<file path="src/rtl/mux_scan_ctrl.sv">
// Scan sequencer for a 4:1 bit mux: steps select 0..3 with a settle
// window per channel and hands the assembled 4-bit word downstream.
module mux_scan_ctrl #(
  parameter int SETTLE = 1
) (
  input  logic       clk,
  input  logic       reset,
  input  logic       start,
  input  logic       mux_out,
  output logic [1:0] select,
  output logic [3:0] data,
  output logic       valid,
  input  logic       ready,
  output logic       busy
);

  typedef enum logic [1:0] {
    IDLE,
    SCAN,
    DONE
  } state_t;

  localparam logic [7:0] RELOAD = 8'(SETTLE - 1);

  if (SETTLE < 1 || SETTLE > 255) begin : g_bad_settle
    $error("mux_scan_ctrl: SETTLE out of range");
  end

  state_t     state;
  logic [7:0] cnt;
  logic [3:0] asm_r;

  always_ff @(posedge clk) begin
    if (reset) begin
      state  <= IDLE;
      cnt    <= 8'd0;
      asm_r  <= 4'd0;
      select <= 2'd0;
      data   <= 4'd0;
      valid  <= 1'b0;
      busy   <= 1'b0;
    end else begin
      unique case (state)
        IDLE: begin
          if (start) begin
            state  <= SCAN;
            busy   <= 1'b1;
            select <= 2'd0;
            cnt    <= RELOAD;
            asm_r  <= 4'd0;
          end
        end
        SCAN: begin
          if (cnt != 8'd0) begin
            cnt <= cnt - 8'd1;
          end else begin
            asm_r[select] <= mux_out;
            if (select != 2'd3) begin
              select <= select + 2'd1;
              cnt    <= RELOAD;
            end else begin
              // channel 3 goes straight into data; asm_r holds 0..2
              data   <= {mux_out, asm_r[2:0]};
              select <= 2'd0;
              state  <= DONE;
              valid  <= 1'b1;
            end
          end
        end
        DONE: begin
          if (ready) begin
            valid <= 1'b0;
            if (start) begin
              state <= SCAN;
              cnt   <= RELOAD;
              asm_r <= 4'd0;
            end else begin
              state <= IDLE;
              busy  <= 1'b0;
            end
          end
        end
        default: begin
          state  <= IDLE;
          select <= 2'd0;
          valid  <= 1'b0;
          busy   <= 1'b0;
        end
      endcase
    end
  end

endmodule

</file>
<file path="config.mk">
export PLATFORM = sky130hd
export DESIGN_NAME = mux_scan_ctrl
export DESIGN_NICKNAME = d
export VERILOG_FILES = /design/src/rtl/mux_scan_ctrl.sv
export SDC_FILE = /design/constraint.sdc
export NUM_CORES = 1
export LEC_CHECK = 0
export ABC_CLOCK_PERIOD_IN_PS = 1910
export CORE_MARGIN = 2
export CORE_UTILIZATION = 45
export DETAILED_ROUTE_END_ITERATION = 8
export GPL_TIMING_DRIVEN = 0
export PLACE_DENSITY = 0.69
export SYNTH_ARGS = -nofsm -noshare
export SYNTH_HDL_FRONTEND = slang
export SYNTH_SLANG_ARGS = --single-unit
</file>
<file path="constraint.sdc">
create_clock -name clk -period 1.91 [get_ports clk]
set_clock_uncertainty 0.05 [all_clocks]
set_input_delay 0.2865 -clock clk [delete_from_list [all_inputs] [get_ports clk]]
set_output_delay 0.2865 -clock clk [all_outputs]
set_load 0.03 [all_outputs]
</file>
# [Word-level counts from Yosys, hierarchy flattened]
# Cells that the tools add are included.
[totals] regBits=22 latch_bits=0 ramBits=0 mem_bits_ro=0 input_bits=5 word_cells=66 n_memories=0
[op_classes] add_sub_neg=2 mul=0 n_div=0 n_lt_le_gt_ge=2 n_eq_ne=9 shifts=0 mux=30 bitwise_logic=5 reduce_logical=11
[ops] op="$mux 8" n=4
[ops] op="$pmux 8 s3" n=1
[ops] op="$mux 2" n=7
[ops] op="$mux 4" n=3
[ops] op="$ne 2x2->1 const B" n=6
[ops] op="$pmux 2 s3" n=2
[ops] op="$pmux 4 s3" n=1
[ops] op="$reduce_and 3->1" n=4
[ops] op="$reduce_and 4->1" n=3
[ops] op="$mux 1" n=8
[ops] op="$reduce_bool 8->1" n=1
[ops] op="$sub 8x1->8 const B" n=1
[ops] op="$pmux 1 s3" n=2
[ops] op="$not 1->1" n=5
[ops] op="$bwmux 4" n=1
[ops] op="$lt 2x3->1 const B" n=1
[ops] op="$ne 3x3->1 const B" n=1
[ops] op="$reduce_bool 3->1" n=1
[ops] op="$add 2x1->2 const B" n=1
[ops] op="$demux 1 s2" n=1
[ops] op="$eq 2x1->1 const B" n=1
[ops] op="$eq 2x2->1 const B" n=1
[ops] op="$ge 2x1->1 const B" n=1
[ops] op="$logic_not 2->1" n=1
[ops] op="$logic_and 1x1->1" n=1

# [Logic depth before layout (Yosys ltp)]
# Gate-level depths: netlist of the first run.
[logic_depth] ltp_word=7 depth_mapped=8 ltp_nobuf=6

# [Worst setup path before layout of the first run]
# No wires, ideal clock.
[synth_path] path_kind="register to register" startpoint="reg cnt[1]" endpoint="reg cnt[3]" setup_time_ps=71 arrival_ps=1667 required_ps=1789 setup_slack_ps=122 stages_incl_launch_ff=8 n_path_buf=1 cell_sequence="dfxtp_1 -> inv_1 -> ha_1 -> nor3b_2 -> and4_4 -> buf_6 -> or4_1 -> a21oi_1"
[synth_between] elab_chain_len=3
[synth_rtl] element="from (decl)" line_no="30" rtl="logic [7:0] cnt;"
[synth_rtl] element="from (signal assigned)" line_no="55" rtl="cnt <= cnt - 8'd1;"
[synth_rtl] element="$sub 8x1->8 or $reduce_bool 8->1 (tied branches)" line_no="55, 54"
[synth_rtl] element="$mux 8 or $ne 3x3->1 (tied branches)"
[synth_rtl] element="$pmux 8 s3 or $reduce_and 3->1 (tied branches)"
# Several ways; a longest one is shown, not always the timed one.
# A chain may end at the register's enable or synchronous reset.

# [Worst setup path in the final report of the first run]
[layout_path] startpoint="reg cnt[0]" endpoint="reg cnt[7]"
# The elaborated chain is that of the path after synthesis.

==> summary.md, run 1 <==
| Metric | Value |
|---|---|
| FMAX | 548 MHz |
| Post-Layout Inst Area | about 1300 sq um |
| Met3 Usage GRT | 3.67% |
| LEAKAGE | between 0.4 and 0.5 nW |
| CTS Root Cell | clkbuf_4 |
| Final Max Tran Viols | 0 |
| Placer Congestion | 0.818 |
| Worst Setup End Kind | register |
| Max Fanout on Critical Path | 10 |
| Routed WL | approximately 2300 microns |
| Worst rel slew slack | 68.5% |
| CTS tree | done |
| Total grt overflow | 0 |
| Cells after synthesis | 126 |
| Internal power | 0.668 mW |
| Hold Path Class | reg2reg |
| Tot Pwr | 0.992 mW |
| Syn-to-layout area delta | 19.8% |
| Max cap viols | 0 |
| Ys Warns | 0 |
| DIE WIDTH | between 50 and 60 microns |
| Sinks on Clock Net | 21 |
| Period utilisation layout | 95.5% |
| R2R cell count | 7 |
| Final WS setup | 86.4 ps |
| Initial Util | 48.2% |
| Worst Hold Depth | 2 |
| Drt first pass iters | 4 |
| Clock Path Buffers | 2 |
| Pre-CTS setup slack | -154 ps |
| Routed wire per std cell | between 10 and 15 microns |
| DP HPWL | 1640 microns |
| Synth Cell Area | 1090 sq um |
| Cell taking the most area after synthesis | dfxtp_1 |
| TNS Setup | 0 ps |
| Synth top area share | 38.7% |
| Setup CP Type | reg2reg |
| Drt drc | 0 |
| Die Y | 53.1 microns |
| Final hold vios | 0 |
| Worst-margin pin slew | 469 ps |
| Post-DP Area | 1240 sq um |
| DIE AREA | 2820 sq um |
| Met2 Usage GRT | 30.6% |
| Port bufs | 12 |
| Reg power frac | roughly 51% |
| First-pass GRT wire length | 3910 microns |
| Data required time of the worst path | 2120 ps |
| R2r setup slk | 90 ps |
| Startpoint types | register |
| Clk pwr share | 22.6% |
| Vias/cell | 5.72 |
| Crit path DAT | 2030 ps |
| Cell variety after synth | 31 |
| Iteration-0 DRC Markers | 20 |
| GR peak layer | met2 |
| Core Region | 2250 sq um |
| GR Util met1 | roughly a quarter |
| Mean Syn Cell Area | 8.62 sq um |
| Seq/Total Area, Yosys | 38.7% |
| Synth Net Count | between 100 and 150 |
| Clock Latency Late Sink | around 310 ps |
| DRT antenna net count | 0 |
| Final nets | 155 |
| Pin count of the biggest net entering global routing | 13 |
| Seq cells post-synth | 21 |
| FP Rows | 17 |
| Antenna violations before repair | 0 |
| Vias | approximately 1,000 |
| Num CTS Buffers | 3 |
| H-tree depth | 1 |
| Largest cells by area after synthesis | dfxtp_1 (39%), a21oi_1 (8.8%), ha_1 (6.9%), nand2_1 (4.1%), o31ai_1 (4.1%) |
| Gate power share | 26.7% |
| Overall routing resource usage | 19.2% |
| Status | completed |
| Max VDD drop | about 0.40 mV |
| Tmin final | approximately 1800 ps |
| Share of post-route cells with drive strength above 1 | 14.7% |
| Net Sw Frac | 32.6% |
| Vias in the first global route | 892 |
| Reg clk slew, reported paths | approximately 120 ps |
| Net switching power | about 0.32 mW |
| Num ports | 13 |
| Filler cells | ~220 |
| Power per cell area | between 700 and 800 nW/um^2 |
| Antenna cells | 0 |
| Final setup vio count | 0 |
layer usage:
metal / routed length (microns) / vias to the layer above
met2: 1040 / 22
met3: 97 / 5
li1: - / 488
met1: 1140 / 463
met4: 50 / 0
met5: 0 / -
registers in the layout (all words and copies together) (netlist names):
register	count
cnt	8
data	4
asm_r	3
busy	1
select	2
state	2
valid	1
through the flow:
stage                     cells  utilization [%]  hold slack [ps]
final                       171             57.7              407
after global routing        171             57.7              423
after CTS                   170             56.4              412
after detailed placement    166             55.0              396
after global placement      166             55.0              390
after floorplan             126                -              377
power groups by stage:
stage	registers, mW	clock network [mW]	logic [mW]
3_5_place_dp	0.510	0	0.241
2_1_floorplan	0.514	0	0.175
6_report	0.503	0.224	0.265
3_3_place_gp	0.509	0	0.235
5_1_grt	0.509	0.250	0.296
4_1_cts	0.501	0.229	0.243
synthesized netlist by cell type, drive strengths merged:
cell	count
o2bb2ai	3
nand3b	1
nor2	6
nand2	12
inv	7
buf	4
nand2b	5
nor3	5
nand4	2
dfxtp	21
and4	1
or3	4
nor4	1
o31ai	6
a31oi	1
o22ai	1
nor3b	2
or4	6
o21ai	6
nand3	2
o21bai	1
ha	6
clkbuf	1
nor2b	3
a21oi	19
worst max-delay path: stages (launching register included):
cell	delay, ps
dfxtp_4	370
inv_1	60
ha_1	200
nor3b_4	170
and4_4	160
buf_6	140
or4_4	480
a21oi_2	130
timing repair:
item / CTS / global route
cloned: 0 / 0
buffers inserted: 0 / 1
pin swaps: 0 / 1
resized for setup: 2 / 6
hold buffers: 0 / 0
setup endpoints to repair: 2 / 14
area by class of cell:
type	count	area (sq um)	area share, %
Sequential cell	21	428	32.9
Clock inverter	1	5.00	0.385
Inverter	7	26.3	2.02
Clock buffer	3	22.5	1.73
Tap cell	28	35.0	2.69
Buffer	5	45.0	3.46
Multi-Input combinational cell	93	612	47.0
Timing Repair Buffer	13	128	9.81
logic make-up after synthesis:
group	share of synthesized area, %
adders and majority gates	6.91
AOI/OAI and AO/OA	20.3
and+or+nand+nor	27.5
buffers and inverters	6.57
DFF	38.7
worst paths after layout:
kind                                             end                  from
worst max-delay path             cnt[7]$_SDFFE_PP0P_   cnt[0]$_SDFFE_PP0P_
worst min register to register  data[2]$_SDFFE_PP0P_  data[2]$_SDFFE_PP0P_
worst max register to register   cnt[7]$_SDFFE_PP0P_   cnt[0]$_SDFFE_PP0P_
worst min-delay path            data[2]$_SDFFE_PP0P_  data[2]$_SDFFE_PP0P_
cells in the final DEF (no fill, tap or decap), drive strengths merged:
cell,synthesis,final
a21oi,19,19
nor3b,2,2
ha,6,6
nor4,1,1
nand3,2,2
and4,1,1
buf,4,5
o21bai,1,1
o31ai,6,6
clkinv,0,1
nor2,6,6
or3,4,4
o22ai,1,1
nor3,5,5
a31oi,1,1
clkdlybuf4s50,0,12
nand3b,1,1
dfxtp,21,21
o2bb2ai,3,3
nand2b,5,5
nand2,12,12
nor2b,3,3
or4,6,6
clkbuf,1,4
o21ai,6,6
nand4,2,2
inv,7,7
No activity file was read; power rests on OpenSTA's default activity.
==> run 2: changes to the inputs <==
- CTS_CLUSTER_SIZE: unset -> 14
==> results of run 2 <==
Final layout, timing and power as in run 1 (identical DEF).
==> run 3: changes to the inputs <==
- CORE_UTILIZATION: 45 -> 48
- PLACE_DENSITY: 0.69 -> 0.73
==> summary.md, run 3 (synthesized netlist as in run 1, its figures left out) <==
| Metric | Value |
|---|---|
| H-tree depth | 1 (unchanged) |
| RSZ-0062 raised after global routing | yes |
| Final hold vios | 0 (unchanged) |
| Crit path DAT | 2050 ps (+20 ps) |
| Clock Path Buffers | 2 (unchanged) |
| DIE AREA | 2660 sq um (-5.8%) |
| First-pass GRT wire length | 4050 microns (+3.5%) |
| Hold Path Class | reg2reg |
| Max VDD drop | 0.492 mV (+24%) |
| Placer Congestion | 0.875 (+6.9%) |
| Setup CP Type | reg2reg |
| Max cap viols | 0 (unchanged) |
| Clock Latency Late Sink | 300 ps (about the same) |
| Num ports | 13 (unchanged) |
| Launch point of the worst path | cnt[0]$_SDFFE_PP0P_ |
| Post-Layout Inst Area | 1310 sq um (+0.29%) |
| LEAKAGE | 0.488 nW (+0.47%) |
| Net switching power | 0.319 mW (-1.2%) |
| Routed wire per std cell | 14.5 microns (+6.3%) |
| Most frequent cells in the layout | dfxtp_1 (19), a21oi_1 (18), nand2_1 (12), clkdlybuf4s50_1 (12), inv_1 (7) |
| FMAX | 537 MHz (-2.0%) |
| Post-DP Area | 1240 sq um (unchanged) |
| R2R Path Start | cnt[0]$_SDFFE_PP0P_ |
| Worst-path cell chain | inv_1 -> ha_1 -> nor3b_4 -> and4_4 -> buf_6 -> or4_1 -> a21oi_1 |
| Antenna violations before repair | 0 (unchanged) |
| Max FFs per register | 8 (unchanged) |
| Port bufs | 12 (unchanged) |
| Data required time of the worst path | 2100 ps (-20 ps) |
| Num CTS Buffers | 3 (unchanged) |
| Worst-margin pin slew | 467 ps (-2.55 ps) |
| Gate power share | 27.4% (+0.7 points) |
| Worst Setup End Kind | register |
| Final core occ | 60.1% (+2.4 points) |
| CTS Root Cell | clkbuf_4 |
| Filler cells | 209 (-4.6%) |
| Largest Register | cnt |
| Die Y | 51.6 microns (-2.9%) |
| Power per cell area | 761 nW/um^2 (-0.14%) |
| TNS Setup | 0 ps (unchanged) |
| Antenna cells | 0 (unchanged) |
| Reg clk slew, reported paths | 120 ps (about the same) |
| Final setup vio count | 0 (unchanged) |
| FP Rows | 17 (unchanged) |
| Final Max Tran Viols | 0 (unchanged) |
| Iteration-0 DRC Markers | 10 (-50%) |
| Status | completed |
| Vias in the first global route | 955 (+7.1%) |
| Net Sw Frac | 32.1% (-0.45 points) |
| Hold path startpoint | data[0]$_SDFFE_PP0P_ |
| DIE WIDTH | 51.6 microns (-2.9%) |
| Final nets | 156 (+0.65%) |
| DP HPWL | 1780 microns (+8.6%) |
| Reg power frac | 50.7% (about the same) |
| Routed WL | 2490 microns (+6.9%) |
| Placed insts | 166 (unchanged) |
| Tmin final | 1860 ps (+37.8 ps) |
| Overall routing resource usage | 20.1% (+0.89 points) |
| CTS Hold Bufs | 0 (unchanged) |
| Sinks on Clock Net | 21 (unchanged) |
| Share of post-route cells with drive strength above 1 | 14.6% (-0.10 points) |
| Final cell count without fillers | 172 (+0.58%) |
| Drt first pass iters | 4 (unchanged) |
| Syn-to-layout area delta | 20.2% |
| Vias | 972 (-0.61%) |
| Top delay family on crit path | simple AND/OR/NAND/NOR gates |
| Drt drc | 0 (unchanged) |
| Final WS setup | 48.6 ps (-37.8 ps) |
| Max Fanout on Critical Path | 10 (unchanged) |
| CTS tree | done |
| Internal power | 0.674 mW (+0.82%) |
| Worst rel slew slack | 68.7% (+0.17 points) |
| Total grt overflow | 0 (unchanged) |
| Pin count of the biggest net entering global routing | 12 (-1) |
| Largest regs | cnt x8, data x4, asm_r x3 |
| Period utilisation layout | 97.5% (+2.0 points) |
| Initial Util | 50.1% (+1.9 points) |
| Core Region | 2170 sq um (-3.8%) |
| DRT antenna net count | 0 (unchanged) |
| Vias/cell | 5.65 (-1.2%) |
| Clk pwr share | 21.9% (-0.7 points) |
| Pre-CTS setup slack | -161 ps (-7.17 ps) |
| Commonest non-fill, non-tap cell in the layout | dfxtp_1 |
| Critical path buffer and inverter count | 2 (unchanged) |
| Crit path largest cell delay | 470 ps (about the same) |
| Startpoint types | register |
| CP max-delay cell | or4_1 |
## run 3: cell count changes in the layout (fill, tap and decap cells not counted), sizes merged
cell / previous run / this run
buf: 5 / 6
clkinv: 1 / 0
clkbuf: 4 / 5
## run 3: area by class of cell
class	instances	area [sq um]	share of cell area (%)
multi-input cells	93	612	46.9
flip-flops and latches	21	425	32.6
repair buffers	14	135	10.4
plain buffers	5	45.0	3.45
well taps	28	35.0	2.68
clock buffers	4	26.3	2.01
inverters	7	26.3	2.01
## run 3: worst paths after layout
path / to / slack (ps) / cells past startpoint
worst max-delay path: cnt[3]$_SDFFE_PP0P_ / 50 / 7
worst min-delay path: data[0]$_SDFFE_PP0P_ / 410 / 2
worst max register to register: cnt[3]$_SDFFE_PP0P_ / 50 / 7
worst min register to register: data[0]$_SDFFE_PP0P_ / 410 / 2
## run 3: metrics by stage
step	power (mW)	hold WS, ps
6_report	0.993	412
5_1_grt	1.05	430
4_1_cts	0.976	417
3_5_place_dp	0.758	398
3_3_place_gp	0.745	392
2_1_floorplan	0.689	377
## run 3: worst reg2reg max path: cells and delay by family, from the launching register on
kind                     cells  cell delay [ps]
AO/OA/AOI/OAI                1              140
adder cells (fa/ha/maj)      1              200
buffers and inverters        2              210
AND/OR/NAND/NOR              3              850
flip-flops                   1              360
## run 3: power groups by stage
| stage | registers [mW] | clock network [mW] | logic, mW |
|---|---|---|---|
| global placement | 0.510 | 0 | 0.235 |
| finish | 0.504 | 0.217 | 0.272 |
| CTS | 0.502 | 0.222 | 0.251 |
| floorplan | 0.514 | 0 | 0.175 |
| detailed placement | 0.512 | 0 | 0.246 |
| global route | 0.509 | 0.236 | 0.302 |
## run 3: metal layers
layer | global-route usage, % | routed length (microns)
met2 | 35.5 | 1220
met3 | 2.87 | 57
met4 | 8.77 | 34
met5 | 0 | 0
met1 | 24.1 | 1180
## run 3: what timing repair did
item                       4_1_cts  5_1_grt
setup buffers                    1        1
resized for setup                3        4
setup endpoints to repair        2       12
pin swaps                        0        2
hold endpoints to repair         0        0
